### config.mk
export PLATFORM = sky130hd
export DESIGN_NAME = edge_hysteresis_link
export DESIGN_NICKNAME = d
export VERILOG_FILES = /design/src/rtl/edge_pkg.sv /design/src/rtl/edge_line_buf.sv /design/src/rtl/edge_hysteresis_link.sv
export SDC_FILE = /design/constraint.sdc
export NUM_CORES = 2
export LEC_CHECK = 0
export BUFFER_PORTS_ARGS = -buffer_cell sky130_fd_sc_hd__buf_2
export CAP_MARGIN = 20
export CORE_MARGIN = 2
export CORE_UTILIZATION = 53
export DETAILED_ROUTE_END_ITERATION = 16
export PLACE_DENSITY_LB_ADDON = 0.2
export SYNTH_ARGS = -nofsm -noshare
export SYNTH_HDL_FRONTEND = slang
export SYNTH_SLANG_ARGS = --single-unit
### constraint.sdc
create_clock -name clk -period 27.4 [get_ports clk]
set_clock_uncertainty 0.05 [all_clocks]
set_input_delay 5.48 -clock clk [delete_from_list [all_inputs] [get_ports clk]]
set_output_delay 5.48 -clock clk [all_outputs]
set_load 0.005 [all_outputs]
### src/rtl/edge_pkg.sv
// edge_pkg: shared class encoding, FSM states and statistics width for the hysteresis edge linker
package edge_pkg;

    localparam int CLS_WEAK   = 0;
    localparam int CLS_STRONG = 1;
    localparam int CNT_W      = 20;

    typedef enum logic [1:0] {IDLE, RUN, FLUSH} state_t;

    function automatic logic is_strong(input logic [1:0] cls);
        return cls[CLS_STRONG];
    endfunction

    function automatic logic is_weak(input logic [1:0] cls);
        return cls[CLS_WEAK] & ~cls[CLS_STRONG];
    endfunction

    // a window column packs rows {r-2, r-1, r} as {[5:4], [3:2], [1:0]}
    function automatic logic col_strong(input logic [5:0] col);
        return is_strong(col[5:4]) | is_strong(col[3:2]) | is_strong(col[1:0]);
    endfunction

endpackage

### src/rtl/edge_line_buf.sv
// edge_line_buf: two-line delay of 2-bit classes, returns the previous two rows at the addressed column
module edge_line_buf #(
    parameter int IMG_W = 640,
    parameter int AW    = $clog2(IMG_W)
) (
    input  logic          clk,
    input  logic          we,
    input  logic [AW-1:0] addr,
    input  logic [1:0]    din,
    output logic [1:0]    row1,
    output logic [1:0]    row2
);

    logic [1:0] l1_q [IMG_W];
    logic [1:0] l2_q [IMG_W];

    // each write pushes the column's history down one row; stale contents are masked by the reader
    always_ff @(posedge clk) begin
        if (we) begin
            l1_q[addr] <= din;
            l2_q[addr] <= l1_q[addr];
        end
    end

    assign row1 = l1_q[addr];
    assign row2 = l2_q[addr];

endmodule

### src/rtl/edge_hysteresis_link.sv
// edge_hysteresis_link: single-pass hysteresis edge linking over a raster stream of pixel classes.
// Optional per-frame strong/linked statistics are built when HYST_STATS_EN is defined.
module edge_hysteresis_link
    import edge_pkg::*;
#(
    parameter int               IMG_W    = 640,
    parameter int               IMG_H    = 480,
    parameter int               OUT_W    = 8,
    parameter logic [OUT_W-1:0] EDGE_VAL = 8'hFF
) (
    input  logic             clk,
    input  logic             rst,
    input  logic             in_valid,
    input  logic             in_sof,
    input  logic [1:0]       in_class,
    output logic             out_valid,
    output logic             out_sof,
    output logic             out_eol,
    output logic [OUT_W-1:0] out_pix,
    output logic             stats_valid,
    output logic [CNT_W-1:0] strong_cnt,
    output logic [CNT_W-1:0] linked_cnt
);

    localparam int CW = $clog2(IMG_W);
    localparam int RW = $clog2(IMG_H + 2);
    localparam logic [CW-1:0] COL_LAST = CW'(IMG_W - 1);
    localparam logic [RW-1:0] ROW_LAST = RW'(IMG_H - 1);
    localparam logic [RW-1:0] ROW_END  = RW'(IMG_H + 1);

    state_t           state_q, state_d;
    logic [RW-1:0]    row_q, row_d, pos_row;
    logic [CW-1:0]    col_q, col_d, pos_col;
    logic             sof, flushing, beat, emit;
    logic [1:0]       r1, r2, ctr;
    logic [5:0]       new_col, left_col, right_col;
    logic [5:0]       w0_q, w0_d, w1_q, w1_d;
    logic             nbr_strong, edge_hit;
    logic             out_valid_q, out_valid_d, out_sof_q, out_sof_d, out_eol_q, out_eol_d;
    logic [OUT_W-1:0] out_pix_q, out_pix_d;

    edge_line_buf #(.IMG_W(IMG_W), .AW(CW)) u_line_buf (
        .clk  (clk),
        .we   (beat),
        .addr (pos_col),
        .din  (new_col[1:0]),
        .row1 (r1),
        .row2 (r2)
    );

    // beat sequencing: a beat writes (pos_row,pos_col) and evaluates the centre W+1 pixels behind it
    always_comb begin
        sof       = in_valid & in_sof;
        flushing  = (state_q == FLUSH) & ~sof;
        beat      = sof | ((state_q == RUN) & in_valid) | (state_q == FLUSH);
        pos_row   = sof ? '0 : row_q;
        pos_col   = sof ? '0 : col_q;
        col_d     = beat ? ((pos_col == COL_LAST) ? '0 : pos_col + 1'b1) : col_q;
        row_d     = beat ? ((pos_col == COL_LAST) ? pos_row + 1'b1 : pos_row) : row_q;
        state_d   = sof ? RUN
                  : ((state_q == RUN) && in_valid && pos_row == ROW_LAST && pos_col == COL_LAST) ? FLUSH
                  : (flushing && pos_row == ROW_END) ? IDLE
                  : state_q;
        new_col   = {(pos_row < RW'(2)) ? 2'b00 : r2,
                     (pos_row == '0) ? 2'b00 : r1,
                     flushing ? 2'b00 : in_class};
        left_col  = (pos_col == CW'(1)) ? '0 : w0_q;
        right_col = (pos_col == '0) ? '0 : new_col;
        ctr       = w1_q[3:2];
        nbr_strong = col_strong(left_col) | col_strong(right_col) | is_strong(w1_q[5:4]) | is_strong(w1_q[1:0]);
        edge_hit  = is_strong(ctr) | (is_weak(ctr) & nbr_strong);
        emit      = beat & ((pos_row >= RW'(2)) | ((pos_row == RW'(1)) & (pos_col != '0)));
        w1_d      = beat ? new_col : w1_q;
        w0_d      = beat ? w1_q : w0_q;
        out_valid_d = emit;
        out_sof_d = emit & (pos_row == RW'(1)) & (pos_col == CW'(1));
        out_eol_d = emit & (pos_col == '0);
        out_pix_d = (emit & edge_hit) ? EDGE_VAL : '0;
    end

    // FSM, raster position, window and registered output pixel
    always_ff @(posedge clk) begin
        if (rst) begin
            state_q     <= IDLE;
            row_q       <= '0;
            col_q       <= '0;
            w0_q        <= '0;
            w1_q        <= '0;
            out_valid_q <= 1'b0;
            out_sof_q   <= 1'b0;
            out_eol_q   <= 1'b0;
            out_pix_q   <= '0;
        end else begin
            state_q     <= state_d;
            row_q       <= row_d;
            col_q       <= col_d;
            w0_q        <= w0_d;
            w1_q        <= w1_d;
            out_valid_q <= out_valid_d;
            out_sof_q   <= out_sof_d;
            out_eol_q   <= out_eol_d;
            out_pix_q   <= out_pix_d;
        end
    end

    assign out_valid = out_valid_q;
    assign out_sof   = out_sof_q;
    assign out_eol   = out_eol_q;
    assign out_pix   = out_pix_q;

`ifdef HYST_STATS_EN
    logic [CNT_W-1:0] strong_acc_q, strong_acc_d, linked_acc_q, linked_acc_d;
    logic [CNT_W-1:0] strong_cnt_q, strong_cnt_d, linked_cnt_q, linked_cnt_d;
    logic             last_q, last_d, stats_valid_q, stats_valid_d;

    // saturating per-frame accumulators, latched one clk after the frame's final output
    always_comb begin
        strong_acc_d  = sof ? '0
                      : (emit & is_strong(ctr) & ~&strong_acc_q) ? strong_acc_q + 1'b1
                      : strong_acc_q;
        linked_acc_d  = sof ? '0
                      : (emit & is_weak(ctr) & nbr_strong & ~&linked_acc_q) ? linked_acc_q + 1'b1
                      : linked_acc_q;
        last_d        = flushing & (pos_row == ROW_END);
        stats_valid_d = last_q;
        strong_cnt_d  = last_q ? strong_acc_q : strong_cnt_q;
        linked_cnt_d  = last_q ? linked_acc_q : linked_cnt_q;
    end

    // statistics registers
    always_ff @(posedge clk) begin
        if (rst) begin
            strong_acc_q  <= '0;
            linked_acc_q  <= '0;
            strong_cnt_q  <= '0;
            linked_cnt_q  <= '0;
            last_q        <= 1'b0;
            stats_valid_q <= 1'b0;
        end else begin
            strong_acc_q  <= strong_acc_d;
            linked_acc_q  <= linked_acc_d;
            strong_cnt_q  <= strong_cnt_d;
            linked_cnt_q  <= linked_cnt_d;
            last_q        <= last_d;
            stats_valid_q <= stats_valid_d;
        end
    end

    assign stats_valid = stats_valid_q;
    assign strong_cnt  = strong_cnt_q;
    assign linked_cnt  = linked_cnt_q;
`else
    assign stats_valid = 1'b0;
    assign strong_cnt  = '0;
    assign linked_cnt  = '0;
`endif

endmodule

==> summary by stage <==
Floorplan
From left edge to right edge, the die measures 394.6 um. For this design the top-level I/O count stands at 58. The die covers 155700 um2.

The floorplan die height is 394.6 um. The number of rows created at floorplan is 143. The initial standard-cell utilization of the core is 53.30%. The floorplan step defined a core boundary enclosing 151700 um2.

Yosys
The post-synthesis sequential element count is 1952. The portion of synthesized area spent on multiplexers is 5.425%. After synthesis, the largest family of logic cells by area is compound AO/OA/AOI/OAI gates. The netlist uses 81 different library cells.

The synthesized-area fraction occupied by ao, oa, aoi and oai cells is 9.591%. The biggest area contributor in the post-synthesis netlist is sky130_fd_sc_hd__edfxtp_1. The cell area after synthesis is 80870 um2. Among all flip-flop cells after synthesis, the most frequent one is sky130_fd_sc_hd__edfxtp_1. The synthesized netlist devotes 9.364% of its cell area to simple gates. The post-synthesis share of cell area spent on xor and xnor gates is 0.06498%.

In this run the mean area of a mapped cell was 14.19 um2. The sequential-to-total area share from yosys stat is 72.09%. The fraction of synthesis flops using an asynchronous set or reset pin is 0%. The share of Yosys cell area claimed by the top area cell type is 71.30%. The number of instances in the synthesized netlist is 5697. In the post-synthesis netlist, the biggest area contributors are sky130_fd_sc_hd__edfxtp_1, sky130_fd_sc_hd__nor2_1, sky130_fd_sc_hd__mux2i_1. The count of flip-flops with a built-in enable after synthesis is 1920. The adder and majority gate portion of the synthesized area is 0.1238%. The synthesis warning total is 0.

Route
Once detail routing completed, the nets flagged for antenna violations numbered 0. The count of unresolved DRC violations after routing is 0. Dividing the detail-routed via count by the number of cells gives 6.794. The count of TritonRoute iterations in the first routing pass is 8. Across all layers, the routed design uses 52997 vias.

The routed length per instance is 33.63 um. After detailed routing, the total wire length is 262.3 mm. After the first detailed-routing iteration, the DRC count stood at 9256.

Timing
The remaining max-slew budget at the tightest pin is 16.63%. Hold timing on the final database bottoms out at a slack of 0.4060 ns. The highest clock frequency the design can meet is 0.08695 GHz. After layout, the minimum clock period comes to 11.50 ns.

The number of slew-limit violations in the final report was 0. The setup total negative slack is 0 ns. The final critical path takes up 41.97% of the cycle. The slew at the pin closest to its max-slew limit is 1.239 ns. Setup repair after global routing left no endpoint under its margin. Setup violations remaining at the end of the flow were counted as 0. The number of hold-slack violations in the final timing report was 0.

Global route
Summed over all layers, the global routing overflow is 0. The number of global-route vias before repair is 50224. The first global-routing pass estimated 369.3 mm of wire. The maximum number of pins on one net before global-route repair is 244. Global routing used 33.15% of the available tracks.

The number of antenna violations at the first check in global routing is 13.

CTS
In this run the number of H-tree levels came out at 4. The total of hold buffers inserted after clock tree synthesis is 0. After clock tree synthesis, the repair step resized 0 gates.

Clock-pin slew was measured on the worst setup and hold paths at 0.06 ns. The TritonCTS clock tree is built. The number of clock buffers added by TritonCTS is 191.

The clock root buffer master is sky130_fd_sc_hd__clkbuf_16. The TritonCTS sink count is 1952. The clock insertion delay at the later pin of the skew report is 0.87 ns.

The number of post-CTS setup repair buffers is 0. Counting along the longest clock path gives a buffer depth of 3.

Critical path
The path depth of the worst reg2reg path is 13. The stage delay of the slowest cell on the critical path is 0.92 ns. Data on the critical path arrives at its endpoint at 11.93 ns. The most used cell along the critical path is sky130_fd_sc_hd__buf_4. The critical path starts at in_sof. The worst endpoint required time is 27.83 ns. The kind of launch point of the worst setup path is a primary input. Together, buffers and inverters on the worst path number 8. In this run the critical register-to-register path is launched from col_q[2]$_SDFFE_PP0P_. The internal reg-to-reg setup slack is 20.34 ns.

The worst setup path is captured at a flip-flop. The critical path is of the in2reg type. Among cell families on the critical path, the largest total delay comes from buffers and inverters. The largest fanout on the critical path is 243. The logic depth of the worst setup path including buffers is 16. The cell with the largest stage delay on the worst path is sky130_fd_sc_hd__buf_4. Walking the worst path, the cells encountered are buf_2 -> buf_4 -> buf_4 -> a21boi_4 -> inv_8 -> buf_4 -> buf_4 -> a211oi_1 -> a211oi_1 -> or4_1 -> o21ai_1 -> nand4_1 -> o211ai_1 -> o21ai_4 -> buf_12 -> buf_4.

Final layout
The fraction of layout instances using a drive strength above 1 is 11.07%. The final layout contains 5617 nets. The area added between synthesis and finish is 9.868%. The area taken by multi-input logic gates is 20390 um2.

The final design utilization is 58.56%. Counting the fill cells in the layout gives 11801. After the flow finishes, the layout carries non-filler instances totaling 7800.

Across the whole layout, storage elements account for 58300 um2.

Status
The run finished with clean final reports.

Run
The tool flagged a number of max-cap violations equal to 0.

Place
The number of port buffers is 16. After detailed placement, the design holds a cell count of 7440. The wire-length estimate of the detail-placed layout is 147.3 mm. At the end of routability-driven placement, the weighted congestion stood at 0.9529.

Power
Across the VDD grid, the largest voltage drop is 72.66 uV. Summed over all cells, the static leakage comes to 27.31 nW. Dividing total power by cell area gives a power density of 69.93 nW/um2.

Min path
The path class of the tightest hold or removal check is reg2reg. The start point of the worst hold path is w0_q[3]$_SDFFE_PP0P_. The number of instances on the worst hold path is 2.
[layer usage]
metal / vias to the layer above / track usage, % / wire (um)
li1: 21624 / - / -
met1: 26263 / 45.68 / 96590
met2: 4293 / 48.35 / 114900
met3: 807 / 8.984 / 34890
met4: 10 / 17.60 / 15860
met5: - / 0 / 66
[report_power, final]
| group | switching, mW | internal, mW |
|---|---|---|
| combinational | 0.245 | 0.0794 |
| sequential | 0.00322 | 3.30 |
| clock | 1.16 | 1.42 |
[through the flow]
step | area, um2 | setup WS [ns] | power, mW
floorplan | 81020 | 1.238 | 3.634
global placement | 82700 | 15.43 | 3.685
detailed placement | 82760 | 15.34 | 3.686
CTS | 88830 | 16.21 | 6.210
global route | 88830 | 15.79 | 6.344
finish | 88850 | 15.90 | 6.213
[cells by family (layout without fill, tap and decap cells)]
kind of cell    count (synthesis)  in the layout
simple gates                 1738           1738
compound gates               1119           1119
fa+ha+maj                       8              8
mux                           355            355
xor+xnor                        6              6
other cells                     1             47
flops                        1952           1952
buf+inv                       518            545
[state kept, by name (all words and copies together), names as in the netlist]
signal	count
row_q	9
u_line_buf.l1_q	1280
u_line_buf.l2_q	640
w1_q	4
state_q	2
col_q	10
out_sof	1
out_eol	1
out_valid	1
w0_q	3
out_pix	1
[worst reg2reg max path, stage by stage, from the launching register on]
cell and delay, ns:
sky130_fd_sc_hd__dfxtp_1 0.92, sky130_fd_sc_hd__buf_4 0.53, sky130_fd_sc_hd__a21boi_2 0.41, sky130_fd_sc_hd__buf_4 0.35
sky130_fd_sc_hd__nand2_2 0.49, sky130_fd_sc_hd__buf_4 0.47, sky130_fd_sc_hd__nor3_1 0.42, sky130_fd_sc_hd__a211oi_1 0.08
sky130_fd_sc_hd__and3_1 0.30, sky130_fd_sc_hd__o221ai_1 0.36, sky130_fd_sc_hd__o2111ai_1 0.23, sky130_fd_sc_hd__o21ai_4 0.15
sky130_fd_sc_hd__buf_12 0.78, sky130_fd_sc_hd__buf_4 1.02
[final cells by class]
type	instances	area share, %
clock buffers	226	5.550
diodes	6	0.01690
inverters	20	0.1070
clock inverters	128	1.286
repair buffers	171	1.614
well taps	2030	2.859
flip-flops and latches	1952	65.62
multi-input cells	3267	22.94
[cells in the mapped netlist (all sizes together) (12+ instances only)]
| library cell | instances |
|---|---|
| a2111oi | 12 |
| a211oi | 166 |
| a21oi | 187 |
| a221o | 33 |
| a221oi | 48 |
| a22o | 14 |
| a22oi | 82 |
| a2bb2oi | 14 |
| a311oi | 12 |
| a31oi | 121 |
| and2 | 34 |
| buf | 318 |
| clkbuf | 180 |
| dfxtp | 32 |
| edfxtp | 1920 |
| inv | 20 |
| mux2 | 46 |
| mux2i | 247 |
| mux4 | 62 |
| nand2 | 484 |
| nand2b | 76 |
| nand3 | 84 |
| nand4 | 18 |
| nor2 | 806 |
| nor2b | 112 |
| nor3 | 38 |
| nor4 | 30 |
| o2111ai | 16 |
| o211ai | 27 |
| o21ai | 65 |
| o221ai | 45 |
| o22ai | 207 |
| or3 | 13 |
| or4 | 12 |
[path summary, 6_finish.rpt]
check                                 endpoint
max          u_line_buf.l2_q[140][1]$_DFFE_PP_
min                       w0_q[3]$_SDFFE_PP0P_
max reg2reg  u_line_buf.l2_q[140][1]$_DFFE_PP_
min reg2reg               w0_q[3]$_SDFFE_PP0P_
[cells in the final DEF, fill, tap and decap left out, drive strengths merged, types with 18 or more instances in the layout]
cell type | netlist | routed
nor4 | 30 | 30
mux4 | 62 | 62
o221ai | 45 | 45
o211ai | 27 | 27
clkinv | 0 | 101
nor3 | 38 | 38
nand3 | 84 | 84
clkbuf | 180 | 226
nand4 | 18 | 18
a21oi | 187 | 187
nand2b | 76 | 76
a221o | 33 | 33
a221oi | 48 | 48
dfxtp | 32 | 32
nand2 | 484 | 484
buf | 318 | 170
mux2i | 247 | 247
inv | 20 | 27
conb | 1 | 41
nor2 | 806 | 806
a22oi | 82 | 82
a31oi | 121 | 121
mux2 | 46 | 46
a211oi | 166 | 166
and2 | 34 | 34
o22ai | 207 | 207
o21ai | 65 | 65
nor2b | 112 | 112
edfxtp | 1920 | 1920
Power figures use the tool's default switching activity.
